### config.mk
export PLATFORM = sky130hd
export DESIGN_NAME = hamming_dec
export DESIGN_NICKNAME = d
export VERILOG_FILES = /design/src/rtl/hamming_pkg.sv /design/src/rtl/hamming_syndrome.sv /design/src/rtl/hamming_dec.sv
export SDC_FILE = /design/constraint.sdc
export NUM_CORES = 1
export LEC_CHECK = 0
export ABC_AREA = 1
export BUFFER_PORTS_ARGS = -buffer_cell sky130_fd_sc_hd__buf_4
export CORE_MARGIN = 2
export CORE_UTILIZATION = 50
export CTS_BUF_LIST = sky130_fd_sc_hd__clkbuf_16
export CTS_CLUSTER_SIZE = 25
export DETAILED_ROUTE_END_ITERATION = 10
export PLACE_DENSITY = 0.77
export SLEW_MARGIN = 20
export SYNTH_ARGS = -nofsm -noshare
export SYNTH_HDL_FRONTEND = slang
export SYNTH_SLANG_ARGS = --single-unit
### constraint.sdc
create_clock -name clk -period 1.6 [get_ports clk]
set_input_delay 0.16 -clock clk [delete_from_list [all_inputs] [get_ports clk]]
set_output_delay 0.16 -clock clk [all_outputs]
set_load 0.02 [all_outputs]
### src/rtl/hamming_pkg.sv
// Shared Hamming(11,7) definitions: widths, bit-position tables and data extraction.
// Used by both the encoder and the decoder so the bit layout lives in one place.
package hamming_pkg;

  localparam int DATA_W = 7;
  localparam int CODE_W = 11;
  localparam int SYN_W  = 4;

  // x[k] lives at codeword position DATA_POS[k]; check bits sit at powers of two.
  localparam int DATA_POS  [1:DATA_W]  = '{3, 5, 6, 7, 9, 10, 11};
  localparam int CHECK_POS [0:SYN_W-1] = '{1, 2, 4, 8};

  function automatic logic [DATA_W:1] extract_data(input logic [CODE_W:1] cw);
    logic [DATA_W:1] d;
    d = '0;
    for (int k = 1; k <= DATA_W; k++) begin
      d[k] = cw[DATA_POS[k]];
    end
    return d;
  endfunction

endpackage

### src/rtl/hamming_syndrome.sv
// Combinational syndrome: XOR of the position indices of every set codeword bit.
// Zero latency; no flow control of its own.
module hamming_syndrome
  import hamming_pkg::*;
(
  input  logic [CODE_W:1]  i_code,
  output logic [SYN_W-1:0] o_syn
);

  always_comb begin
    o_syn = '0;
    for (int i = 1; i <= CODE_W; i++) begin
      if (i_code[i]) begin
        o_syn = o_syn ^ SYN_W'(i);
      end
    end
  end

endmodule

### src/rtl/hamming_dec.sv
// Hamming(11,7) decoder with error counters; 2-cycle latency, 1 word/cycle.
// Both stages advance on en = !out_valid || out_ready; in_ready = en, so a stall holds everything.
module hamming_dec
  import hamming_pkg::*;
#(
  parameter int CNT_W = 16
) (
  input  logic              clk,
  input  logic              rst,
  input  logic              in_valid,
  output logic              in_ready,
  input  logic [11:1]       z,
  output logic              out_valid,
  input  logic              out_ready,
  output logic [7:1]        x,
  output logic              err_corr,
  output logic              err_uncorr,
  output logic [3:0]        syndrome,
  input  logic              clr_cnt,
  output logic [CNT_W-1:0]  cnt_corr,
  output logic [CNT_W-1:0]  cnt_uncorr
);

  logic              w_en;
  logic              w_hs;
  logic [SYN_W-1:0]  w_syn;
  logic [CODE_W:1]   w_fixed;
  logic              w_is_corr;
  logic              w_is_uncorr;

  logic              r_s1_vld;
  logic [CODE_W:1]   r_s1_z;
  logic [SYN_W-1:0]  r_s1_syn;
  logic              r_out_vld;
  logic [DATA_W:1]   r_x;
  logic              r_corr;
  logic              r_uncorr;
  logic [SYN_W-1:0]  r_syn;
  logic [CNT_W-1:0]  r_cnt_corr;
  logic [CNT_W-1:0]  r_cnt_uncorr;

  assign w_en     = !r_out_vld || out_ready;
  assign w_hs     = r_out_vld && out_ready;
  assign in_ready = w_en;

  hamming_syndrome u_syn (
    .i_code (z),
    .o_syn  (w_syn)
  );

  assign w_is_corr   = (r_s1_syn != '0) && (r_s1_syn <= SYN_W'(CODE_W));
  assign w_is_uncorr = (r_s1_syn > SYN_W'(CODE_W));

  // Only syndromes 1..11 match a position, so 0 and 12..15 pass through unchanged.
  always_comb begin
    w_fixed = r_s1_z;
    for (int i = 1; i <= CODE_W; i++) begin
      if (r_s1_syn == SYN_W'(i)) begin
        w_fixed[i] = ~r_s1_z[i];
      end
    end
  end

  always_ff @(posedge clk) begin
    if (rst) begin
      r_s1_vld  <= 1'b0;
      r_s1_z    <= '0;
      r_s1_syn  <= '0;
      r_out_vld <= 1'b0;
      r_x       <= '0;
      r_corr    <= 1'b0;
      r_uncorr  <= 1'b0;
      r_syn     <= '0;
    end else if (w_en) begin
      r_s1_vld  <= in_valid;
      r_s1_z    <= z;
      r_s1_syn  <= w_syn;
      r_out_vld <= r_s1_vld;
      r_x       <= extract_data(w_fixed);
      r_corr    <= r_s1_vld && w_is_corr;
      r_uncorr  <= r_s1_vld && w_is_uncorr;
      r_syn     <= r_s1_syn;
    end
  end

  // Clear outranks a simultaneous increment; counters stick at all-ones.
  always_ff @(posedge clk) begin
    if (rst || clr_cnt) begin
      r_cnt_corr   <= '0;
      r_cnt_uncorr <= '0;
    end else begin
      if (w_hs && r_corr && (r_cnt_corr != '1)) begin
        r_cnt_corr <= r_cnt_corr + CNT_W'(1);
      end
      if (w_hs && r_uncorr && (r_cnt_uncorr != '1)) begin
        r_cnt_uncorr <= r_cnt_uncorr + CNT_W'(1);
      end
    end
  end

  assign out_valid  = r_out_vld;
  assign x          = r_x;
  assign err_corr   = r_corr;
  assign err_uncorr = r_uncorr;
  assign syndrome   = r_syn;
  assign cnt_corr   = r_cnt_corr;
  assign cnt_uncorr = r_cnt_uncorr;

endmodule

==> results of run 1 <==
[what timing repair did]
item	CTS	global route
hold endpoints to repair	0	0
setup buffers	0	2
resized for setup	0	5
setup endpoints to repair	0	24
hold buffers	0	0
[layout make-up]
| cell class | instances | area [sq um] |
|---|---|---|
| repair buffers | 92 | 716 |
| flip-flops and latches | 58 | 1160 |
| inverters | 51 | 194 |
| fillers | 558 | 2010 |
| clock inverters | 7 | 85.1 |
| clock buffers | 9 | 225 |
| well taps | 77 | 96.3 |
| multi-input cells | 349 | 1790 |
[per-stage QoR]
step           hold slack, ns  total power, mW  instance area [sq um]
6_report               0.0233             3.91                   4270
5_1_grt                0.0347             4.04                   4270
4_1_cts                0.0170             3.94                   4220
3_5_place_dp            0.365             1.92                   3910
3_3_place_gp            0.359             1.91                   3910
2_1_floorplan           0.229             1.78                   3210
[state kept, by name (all words and copies together), names as in the netlist]
signal,flops
cnt_corr,16
cnt_uncorr,16
r_s1_z,7
x,7
r_s1_syn,4
syndrome,4
err_corr,1
err_uncorr,1
out_valid,1
r_s1_vld,1
[worst max-delay path by stage]
stage                   from       endpoint  slack [ns]  depth (start not counted)
4_1_cts          cnt_corr[1]    cnt_corr[8]        0.02                          7
3_5_place_dp     cnt_corr[1]   cnt_corr[12]        0.07                          7
6_report           out_valid       in_ready        0.08                          5
3_3_place_gp     cnt_corr[1]    cnt_corr[2]        0.13                          7
5_1_grt          cnt_corr[1]    cnt_corr[3]       -0.02                         10
2_1_floorplan  cnt_uncorr[1]  cnt_uncorr[5]        0.04                         10
[layer usage]
layer / vias up / routed length (um) / global-route usage
li1: 1683 / - / -
met3: 19 / 403 / 0.0386
met5: - / 0 / 0
met2: 85 / 4030 / 0.415
met1: 1483 / 3320 / 0.262
met4: 0 / 191 / 0.117
[power groups by stage]
stage | registers, mW | clock network (mW) | logic (mW)
4_1_cts | 1.54 | 2.04 | 0.357
2_1_floorplan | 1.60 | 0 | 0.189
5_1_grt | 1.55 | 2.10 | 0.395
6_report | 1.54 | 2.01 | 0.355
3_3_place_gp | 1.57 | 0 | 0.346
3_5_place_dp | 1.57 | 0 | 0.355
[synth_stat cells]
master / instances
nand2_2: 4
clkbuf_1: 5
buf_6: 2
a21oi_2: 13
o21bai_1: 6
ha_1: 2
buf_2: 6
nand2_1: 143
nor3b_1: 1
nor2_1: 51
o21bai_4: 1
o211ai_1: 3
inv_1: 48
dfxtp_1: 58
o221ai_1: 2
clkinv_1: 1
nand3_2: 1
xor2_1: 13
inv_2: 1
o21ai_0: 27
nand3_1: 19
nand4_1: 9
nor2_4: 4
clkinv_2: 1
a21oi_1: 31
xnor2_1: 17
nor2_2: 2
[worst max-delay path, cell delays in order (launching register included)]
cell and delay (ns):
dfxtp_1 0.40, inv_1 0.07, nor2_2 0.11, inv_1 0.05, buf_4 0.21, buf_4 0.19
[kinds of logic after synthesis]
| family | count (synthesis) |
|---|---|
| and+or+nand+nor | 234 |
| AOI/OAI and AO/OA | 83 |
| buffers and inverters | 64 |
| DFF | 58 |
| xor gates and xnor gates | 30 |
| adders and majority gates | 2 |
==> out/qor.yml, run 1 <==
outcome: "finished, final reports clean"
place.gp.congestion: 0.890
layoutNonFillerInstCount: 643
slew_headroom: 0.632
cap_violations: 0
nNetsFinal: 579
synth_top_area_frac: 0.363
fin_crit_sh: 0.950
synthXorXnorAreaFrac: 0.0821
placedCellCount: 625
finalSetupViolCount: 0
hold_violations: 0
rrSetupSlack_ns: 0.12
ant_nets: 0
pwr-share-clk: 0.515
num_rows: 29
worstSetupPathType: "flip-flop to output pin"
root_buffer: "clkbuf_16"
drtPass1Iterations: 4
syn_to_final_growth_pct: 33.4
initial_core_util: 0.510
syn-num-nets: 489
vias_per_cell: 5.09
finish.utilization: 0.680
final_common_cell: "nand2_1"
critical_path_arrival_ns: 1.36
worstHoldStart: "rst"
die-area_sq_um: 7060
fin_ws_ns: 0.0795
min_path_type: "input pin to flip-flop"
synth.ff_latch_count: 58
antenna_cells: 0
num_vias: 3270
wl_um: 7950
p_int_mw: 3.00
crit_fanout: 29
fmaxAchievable_mhz: 658
clkTransAtPathRegs_ns: 0.05
synth.largest_area_cell: "dfxtp_1"
r2r-start: "cnt_corr[1]"
synth.area.top_cells: "dfxtp_1 (36%), nand2_1 (17%), nor2_1 (6.0%)"
ff2ff_path_depth: 10
core-area_sq_um: 6280
tns_ns: 0
grt-ovfl-total: 0
synth_compound_gate_area_share: 0.159
portBuffers: 62
power_switching_mw: 0.913
grt_first_pass_wirelength_um: 13400
grt_start_max_net_pins: 30
p_leak_nw: 1.79
worst_slew_pin_slew_ns: 0.552
finClkSkew_ns: 0.00636
pwr_density_cell_nw_per_um2: 915
slew_viol_final: 0
required_ns: 1.44
yosysUniqueCellTypes: 27
htree_num_levels: 3
hold_depth: 2
end_kind: "output pin"
power_frac_comb: 0.091
cts_buffer_depth: 2
ys_warn_count: 0
hold_end: "out_valid"
clock_latency_ns: 0.33
antenna_found_initial: 0
io_pins: 63
grt_pass1_vias: 3079
synth_cells: 471
wire_per_inst_um: 12.4
cp-start-kind: "flip-flop"
drive_gt1_frac: 0.249
yosys.area_share.adder: 0.00782
die_h_um: 84.0
p_seq_frac: 0.394
hpwl_um: 5790
avgSynthCellArea_sq_um: 6.80
clock-sinks: 58
ys_seq_area_frac: 0.363
ir_drop_v: 0.000589
synthMuxAreaShare: 0
track_usage: 0.231
r2r-end: "cnt_corr[3]"
pre_cts_ws_ns: 0.0746
layout_common_cells: "nand2_1 (143), buf_4 (90), dfxtp_1 (55), inv_1 (49), nor2_1 (48)"
post_synth_and_or_nand_nor_area_fraction: 0.306
die_w_um: 84.0
cts_made_buffers: 9
synth_top_family_by_area: "simple AND/OR/NAND/NOR gates"
layout_min_cycle_time_ns: 1.52
drt_first_iter_violations: 129
drc: 0
cts_tree: "yes"
synthesis.area_sq_um: 3200
p_sw_frac: 0.234
No activity file was read; power rests on OpenSTA's default activity.
==> run 2: changes to the inputs <==
Settings changed: SYNTH_HIERARCHICAL from default to 1.
==> run 2 against run 1 <==
- worst setup slack improved by 0.033 ns
- cell count rose by 2.2%
- sequential share of layout area rose by 0.36 points
- register-to-register slack barely moved
- highest routed layer unchanged
- sequential cell count did not move
==> out/qor.yml, run 2 <==
outcome: "finished, final reports clean"  # unchanged
ys_warn_count: 6  # was 0
grt_pass1_vias: 3055  # was 3,079
nNetsFinal: 593  # was 579
die_w_um: 85.0  # was 84.0 um
min_path_type: "input pin to flip-flop"  # unchanged
synth_ff_type: "dfxtp_1"  # unchanged
place.gp.congestion: 0.878  # was 0.890
num_vias: 3379  # was 3,270
cts_buffer_depth: 2  # unchanged
syn_to_final_growth_pct: 29.2  # was 33.4%
finish.utilization: 0.667  # was 0.680
drc: 0  # unchanged
synth.largest_area_cell: "dfxtp_1"  # unchanged
ir_drop_v: 0.000730  # was 0.000589 V
root_buffer: "clkbuf_16"  # unchanged
synth_top_area_frac: 0.354  # was 0.363
ff2ff_path_depth: 7  # was 10
vias_per_cell: 5.14  # was 5.09
num_rows: 29  # unchanged
die-area_sq_um: 7220  # was 7060 sq um
antenna_found_initial: 0  # unchanged
drt_first_iter_violations: 207  # was 129
cp-start-kind: "flip-flop"  # unchanged
hold_violations: 0  # unchanged
slew_viol_final: 0  # unchanged
layout_min_cycle_time_ns: 1.49  # was 1.52 ns
cts_tree: "yes"  # unchanged
synthesis.area_sq_um: 3280  # was 3200 sq um
synth.area.top_cells: "dfxtp_1 (35%), nand2_1 (13%), nor2_1 (9.7%)"  # was dfxtp_1 (36%), nand2_1 (17%), nor2_1 (6.0%)
synth_cells: 501  # was 471
drive_gt1_frac: 0.240  # was 0.249
pwr_density_cell_nw_per_um2: 921  # was 915 nW/um^2
finalSetupViolCount: 0  # unchanged
p_leak_nw: 1.89  # was 1.79 nW
total_power_mw: 3.90  # was 3.91 mW
syn-num-nets: 519  # was 489
wl_um: 8240  # was 7950 um
placedCellCount: 637  # was 625
r2r-start: "out_valid"  # was cnt_corr[1]
async_flop_share: 0  # unchanged
finClkSkew_ns: 0.00561  # was 0.00636 ns
crit_start: "out_valid"  # unchanged
hold_depth: 2  # unchanged
synth_edf_count: 0  # unchanged
synth.ff_latch_count: 58  # unchanged
fmaxAchievable_mhz: 672  # was 658 MHz
cts_made_buffers: 9  # unchanged
antenna_cells: 0  # unchanged
htree_num_levels: 3  # unchanged
clkTransAtPathRegs_ns: 0.05  # about the same
io_pins: 63  # unchanged
end_kind: "flip-flop"  # was output pin
ctsHoldBuffers: 0  # unchanged
cap_violations: 0  # unchanged
crit_fanout: 5  # was 29
initial_core_util: 0.516  # was 0.510
worstHoldStart: "rst"  # unchanged
die_h_um: 85.0  # was 84.0 um
worstSetupPathType: "flip-flop to flip-flop"  # was flip-flop to output pin
drtPass1Iterations: 5  # was 4
synth_common_cells: "nand2_1 (112), nor2_1 (85), dfxtp_1 (58)"  # was nand2_1 (143), dfxtp_1 (58), nor2_1 (51)
avgSynthCellArea_sq_um: 6.54  # was 6.80 sq um
ant_nets: 0  # unchanged
hpwl_um: 5700  # was 5790 um
n_fill_cell: 565  # was 558
required_ns: 1.80  # was 1.44 ns
yosysUniqueCellTypes: 28  # was 27
portBuffers: 62  # unchanged
layout_common_cells: "nand2_1 (112), nor2_1 (80), buf_4 (74), inv_1 (55), dfxtp_1 (50)"  # was nand2_1 (143), buf_4 (90), dfxtp_1 (55), inv_1 (49), nor2_1 (48)
ys_seq_area_frac: 0.354  # was 0.363
critical_path_arrival_ns: 1.69  # was 1.36 ns
final_common_cell: "nand2_1"  # unchanged
wire_per_inst_um: 12.5  # was 12.4 um
pre_cts_ws_ns: 0.0524  # was 0.0746 ns
timing.hold.ws_ns: 0.0272  # was 0.0233 ns
grt_start_max_net_pins: 32  # was 30
slew_headroom: 0.655  # was 0.632
clock_latency_ns: 0.32  # was 0.33 ns
clock-sinks: 58  # unchanged
grt-ovfl-total: 0  # unchanged
layoutNonFillerInstCount: 657  # was 643
track_usage: 0.230  # was 0.231
fin_crit_sh: 0.930  # was 0.950
yosys.cell_count.top_type: "nand2_1"  # unchanged
grt_setup_unrepaired: "true"
multi_input_area_sq_um: 1870  # was 1790 sq um
grt_first_pass_wirelength_um: 13600  # was 13,400 um
seq_area_sq_um: 1170  # was 1160 sq um
fin_ws_ns: 0.113  # was 0.0795 ns
core-area_sq_um: 6350  # was 6280 sq um
worst_slew_pin_slew_ns: 0.518  # was 0.552 ns
[run 2: cell types whose count changed after synthesis, sizes merged, moves of 3 or more]
cell	change
a21oi	-3
inv	+10
nand2	-27
nand3	+29
nor2	+42
nor3	+3
xnor2	-13
xor2	-4
[run 2: cell type report]
class                   instances  share of cell area
clock inverters                 7              0.0198
repair inverters                1             0.00118
clock buffers                   9              0.0532
flip-flops and latches         58               0.276
well taps                      77              0.0227
multi-input cells             372               0.442
inverters                      59              0.0538
repair buffers                 74               0.131
[run 2: repair_timing]
action / CTS / global route
gates cloned: 1 / 1
endpoints found under the setup margin: 1 / 28
gates resized for setup: 1 / 18
endpoints found under the hold margin: 0 / 0
setup buffers: 2 / 0
pin swaps: 0 / 2
[run 2: final timing paths]
kind                                  end  slack [ns]
worst max-delay path                 x[2]        0.11
worst min-delay path            out_valid        0.03
worst max register to register       x[2]        0.11
worst min register to register  r_s1_z[5]        0.47
[run 2: routing by layer]
metal	global-route usage	vias to the layer above	routed length, um
li1	-	1751	-
met1	0.287	1514	3570
met2	0.390	109	4080
met3	0.0545	5	529
met4	0.0794	0	64
met5	0	-	0
[run 2: cells by family after synthesis]
kind of cell	count (synthesis)	share of synthesized area
DFF	58	0.354
buffers and inverters	72	0.0916
adders and majority gates	2	0.00763
AOI/OAI and AO/OA	74	0.118
and+or+nand+nor	282	0.394
xor gates and xnor gates	13	0.0347
[run 2: where the power goes]
group          leakage (nW)  switching, mW  internal [mW]
clock                 0.148          0.654           1.34
combinational          1.27          0.218          0.146
sequential            0.477         0.0392           1.50
[run 2: worst max-delay path, stage by stage (launching register included)]
cell	delay, ns
dfxtp_2	0.38
inv_1	0.06
nor2_2	0.20
clkinvlp_4	0.18
buf_4	0.17
o21ai_0	0.18
o21bai_1	0.14
inv_1	0.06
[run 2: stage by stage]
step | area, sq um | TNS [ns]
3_3_place_gp | 3840 | 0
3_5_place_dp | 3840 | 0
5_1_grt | 4240 | -0.0419
6_report | 4240 | 0
4_1_cts | 4170 | 0
2_1_floorplan | 3280 | 0
==> run 3: changes to the inputs <==
Settings changed: ABC_AREA 1 to default, CORE_UTILIZATION 50 to 48, PLACE_DENSITY 0.77 to 0.76.
==> run 3 against run 2 <==
- the run now ends with setup timing left
- clock power down 12%
- fmax shrank 9.8%
- synthesized area down 15%
- design area grew 2.3%
- cell count down 19%
- count of clock-buffer cells in the layout up 1
- utilization up 12 points
- die area shrank 11%
- worst hold slack improved by 0.081 ns
- clock skew decreased by 0.00073 ns
- critical path depth is 3 lower
- via count shrank 8.6%
- critical endpoint is now cnt_uncorr[15]
==> out/qor.yml, run 3 <==
die_h_um: 80.1  # was 85.0 um
clock_latency_ns: 0.32  # about the same
pwr_density_cell_nw_per_um2: 838  # was 921 nW/um^2
layoutNonFillerInstCount: 533  # was 657
grt_first_pass_wirelength_um: 13000  # was 13,600 um
grt_pass1_vias: 2831  # was 3,055
synth_top_area_frac: 0.418  # was 0.354
die-area_sq_um: 6420  # was 7220 sq um
clkTransAtPathRegs_ns: 0.05  # about the same
grt_start_max_net_pins: 34  # was 32
total_power_mw: 3.63  # was 3.90 mW
synth.ff_latch_count: 58  # unchanged
worstSetupPathType: "flip-flop to flip-flop"  # unchanged
synth_common_cells: "dfxtp_1 (58), nand2_1 (55), a21oi_1 (40)"  # was nand2_1 (112), nor2_1 (85), dfxtp_1 (58)
num_vias: 3088  # was 3,379
violations: "setup timing"
min_path_type: "input pin to flip-flop"  # unchanged
yosys.cell_count.top_type: "dfxtp_1"  # was nand2_1
end_kind: "flip-flop"  # unchanged
required_ns: 1.86  # was 1.80 ns
antenna_cells: 0  # unchanged
avgSynthCellArea_sq_um: 8.30  # was 6.54 sq um
drt_first_iter_violations: 271  # was 207
synth_edf_count: 0  # unchanged
ir_drop_v: 0.000583  # was 0.000730 V
antenna_found_initial: 0  # unchanged
multi_input_area_sq_um: 1790  # was 1870 sq um
final_common_cell: "buf_4"  # was nand2_1
layout_common_cells: "buf_4 (122), nand2_1 (54), dfxtp_1 (36), a21oi_1 (33), or3_1 (18)"  # was nand2_1 (112), nor2_1 (80), buf_4 (74), inv_1 (55), dfxtp_1 (50)
fin_ws_ns: -0.0492  # was 0.113 ns
slew_viol_final: 0  # unchanged
cts_tree: "yes"  # unchanged
syn_to_final_growth_pct: 55.9  # was 29.2%
worst_slew_pin_slew_ns: 0.370  # was 0.518 ns
finClkSkew_ns: 0.00488  # was 0.00561 ns
synthesis.area_sq_um: 2780  # was 3280 sq um
root_buffer: "clkbuf_16"  # unchanged
cpMaxStageDelayCell: "or4_4"  # was dfxtp_2
htree_num_levels: 3  # unchanged
cap_violations: 0  # unchanged
yosysUniqueCellTypes: 41  # was 28
slew_headroom: 0.751  # was 0.655
synth.largest_area_cell: "dfxtp_1"  # unchanged
async_flop_share: 0  # unchanged
ys_warn_count: 6  # unchanged
n_fill_cell: 379  # was 565
hpwl_um: 5580  # was 5700 um
grt_setup_unrepaired: "true"  # unchanged
wl_um: 8470  # was 8240 um
drtPass1Iterations: 4  # was 5
critPathMostFrequentCell: "or4_4"  # was inv_1
max_stage_delay_ns: 0.57  # was 0.38 ns
syn-num-nets: 353  # was 519
ctsHoldBuffers: 0  # unchanged
vias_per_cell: 5.79  # was 5.14
synth_cells: 335  # was 501
ys_seq_area_frac: 0.418  # was 0.354
place.gp.congestion: 0.825  # was 0.878
hold_violations: 0  # unchanged
fmaxAchievable_mhz: 606  # was 672 MHz
timing.hold.ws_ns: 0.108  # was 0.0272 ns
synth.area.top_cells: "dfxtp_1 (42%), nand2_1 (7.4%), a21oi_1 (7.2%)"  # was dfxtp_1 (35%), nand2_1 (13%), nor2_1 (9.7%)
core-area_sq_um: 5540  # was 6350 sq um
cp-start-kind: "flip-flop"  # unchanged
cts_buffer_depth: 2  # unchanged
io_pins: 63  # unchanged
initial_core_util: 0.502  # was 0.516
die_w_um: 80.1  # was 85.0 um
critical_path_arrival_ns: 1.91  # was 1.69 ns
drc: 0  # unchanged
fin_crit_sh: 1.03  # was 0.930
portBuffers: 62  # unchanged
placedCellCount: 509  # was 637
p_leak_nw: 1.73  # was 1.89 nW
nNetsFinal: 474  # was 593
clock-sinks: 58  # unchanged
drive_gt1_frac: 0.434  # was 0.240
num_rows: 27  # was 29
wire_per_inst_um: 15.9  # was 12.5 um
finalSetupViolCount: 2  # was 0
seq_area_sq_um: 1220  # was 1170 sq um
grt-ovfl-total: 0  # unchanged
cts_made_buffers: 9  # unchanged
outcome: "finished, violations left"  # was finished, final reports clean
ant_nets: 0  # unchanged
track_usage: 0.259  # was 0.230
layout_min_cycle_time_ns: 1.65  # was 1.49 ns
crit_fanout: 7  # was 5
synth_ff_type: "dfxtp_1"  # unchanged
worstPathCellList: "nand2_2 -> or4_4 -> or4_4 -> a21oi_2"  # was inv_1 -> nor2_2 -> clkinvlp_4 -> buf_4 -> o21ai_0 -> o21bai_1 -> inv_1
-- run 3: changes by cell type in the layout (fill, tap and decap cells not counted), sizes merged, moves of 5 or more --
cell | before | now
a311oi | 0 | 6
o21bai | 6 | 0
nor4 | 0 | 5
or4 | 0 | 13
o21ai | 26 | 16
buf | 74 | 124
nor2 | 99 | 15
nand2 | 120 | 55
o31ai | 0 | 11
or3 | 0 | 21
inv | 58 | 4
nand3 | 49 | 12
-- run 3: stage by stage --
| step | cell area [sq um] | setup WS [ns] | TNS [ns] | utilization |
|---|---|---|---|---|
| floorplan | 2950 | -0.0859 | -0.989 | - |
| global placement | 3860 | 0.00156 | 0 | 0.696 |
| detailed placement | 3860 | -0.0171 | -0.0501 | 0.696 |
| CTS | 4170 | -0.0217 | -0.0399 | 0.752 |
| global route | 4330 | -0.0763 | -0.756 | 0.782 |
| finish | 4330 | -0.0492 | -0.0916 | 0.782 |
-- run 3: logic make-up (layout without fill, tap and decap cells) --
kind of cell / Yosys count / count (layout) / synth area share
adders and majority gates: 2 / 2 / 0.00900
AOI/OAI and AO/OA: 86 / 86 / 0.189
and+or+nand+nor: 156 / 156 / 0.294
buffers and inverters: 17 / 143 / 0.0234
muxes: 2 / 2 / 0.00720
xor gates and xnor gates: 14 / 14 / 0.0594
DFF: 58 / 58 / 0.418
-- run 3: layout make-up --
class | instances | area share
clock buffer | 10 | 0.0577
timing repair buffer | 124 | 0.219
inverter | 3 | 0.00260
multi-input combinational | 260 | 0.412
clock inverter | 6 | 0.00664
tap | 72 | 0.0208
sequential | 58 | 0.282
-- run 3: worst paths after layout --
kind	from	endpoint	slack [ns]	depth (start not counted)
worst min-delay path	z[3]	r_s1_z[3]	0.11	3
worst min register to register	syndrome[1]	syndrome[1]	0.46	2
worst max-delay path	cnt_uncorr[0]	cnt_uncorr[15]	-0.05	4
worst max register to register	cnt_uncorr[0]	cnt_uncorr[15]	-0.05	4
-- run 3: where the power goes --
group          total [mW]  leakage [nW]  switching (mW)  internal (mW)
sequential           1.54         0.487          0.0527           1.48
combinational       0.338          1.10           0.180          0.159
clock                1.76         0.143           0.638           1.12
-- run 3: repair_timing --
action | in CTS | in global routing
pin swaps | 7 | 17
hold endpoints to repair | 0 | 0
gates cloned | 0 | 0
setup buffers | 1 | 8
resized for setup | 5 | 28
setup endpoints to repair | 13 | 25
-- run 3: worst max-delay path, delay by kind of cell, from the launching register on --
| family | cells | cell delay (ns) |
|---|---|---|
| simple gates | 3 | 1.08 |
| flops | 1 | 0.38 |
| compound gates | 1 | 0.12 |
-- run 3: metal layers --
layer,global-route usage,up-vias,part of all wire
met2,0.428,96,0.51
met5,0,-,0
met1,0.316,1477,0.42
li1,-,1501,-
met4,0.141,0,0.016
met3,0.0483,14,0.055
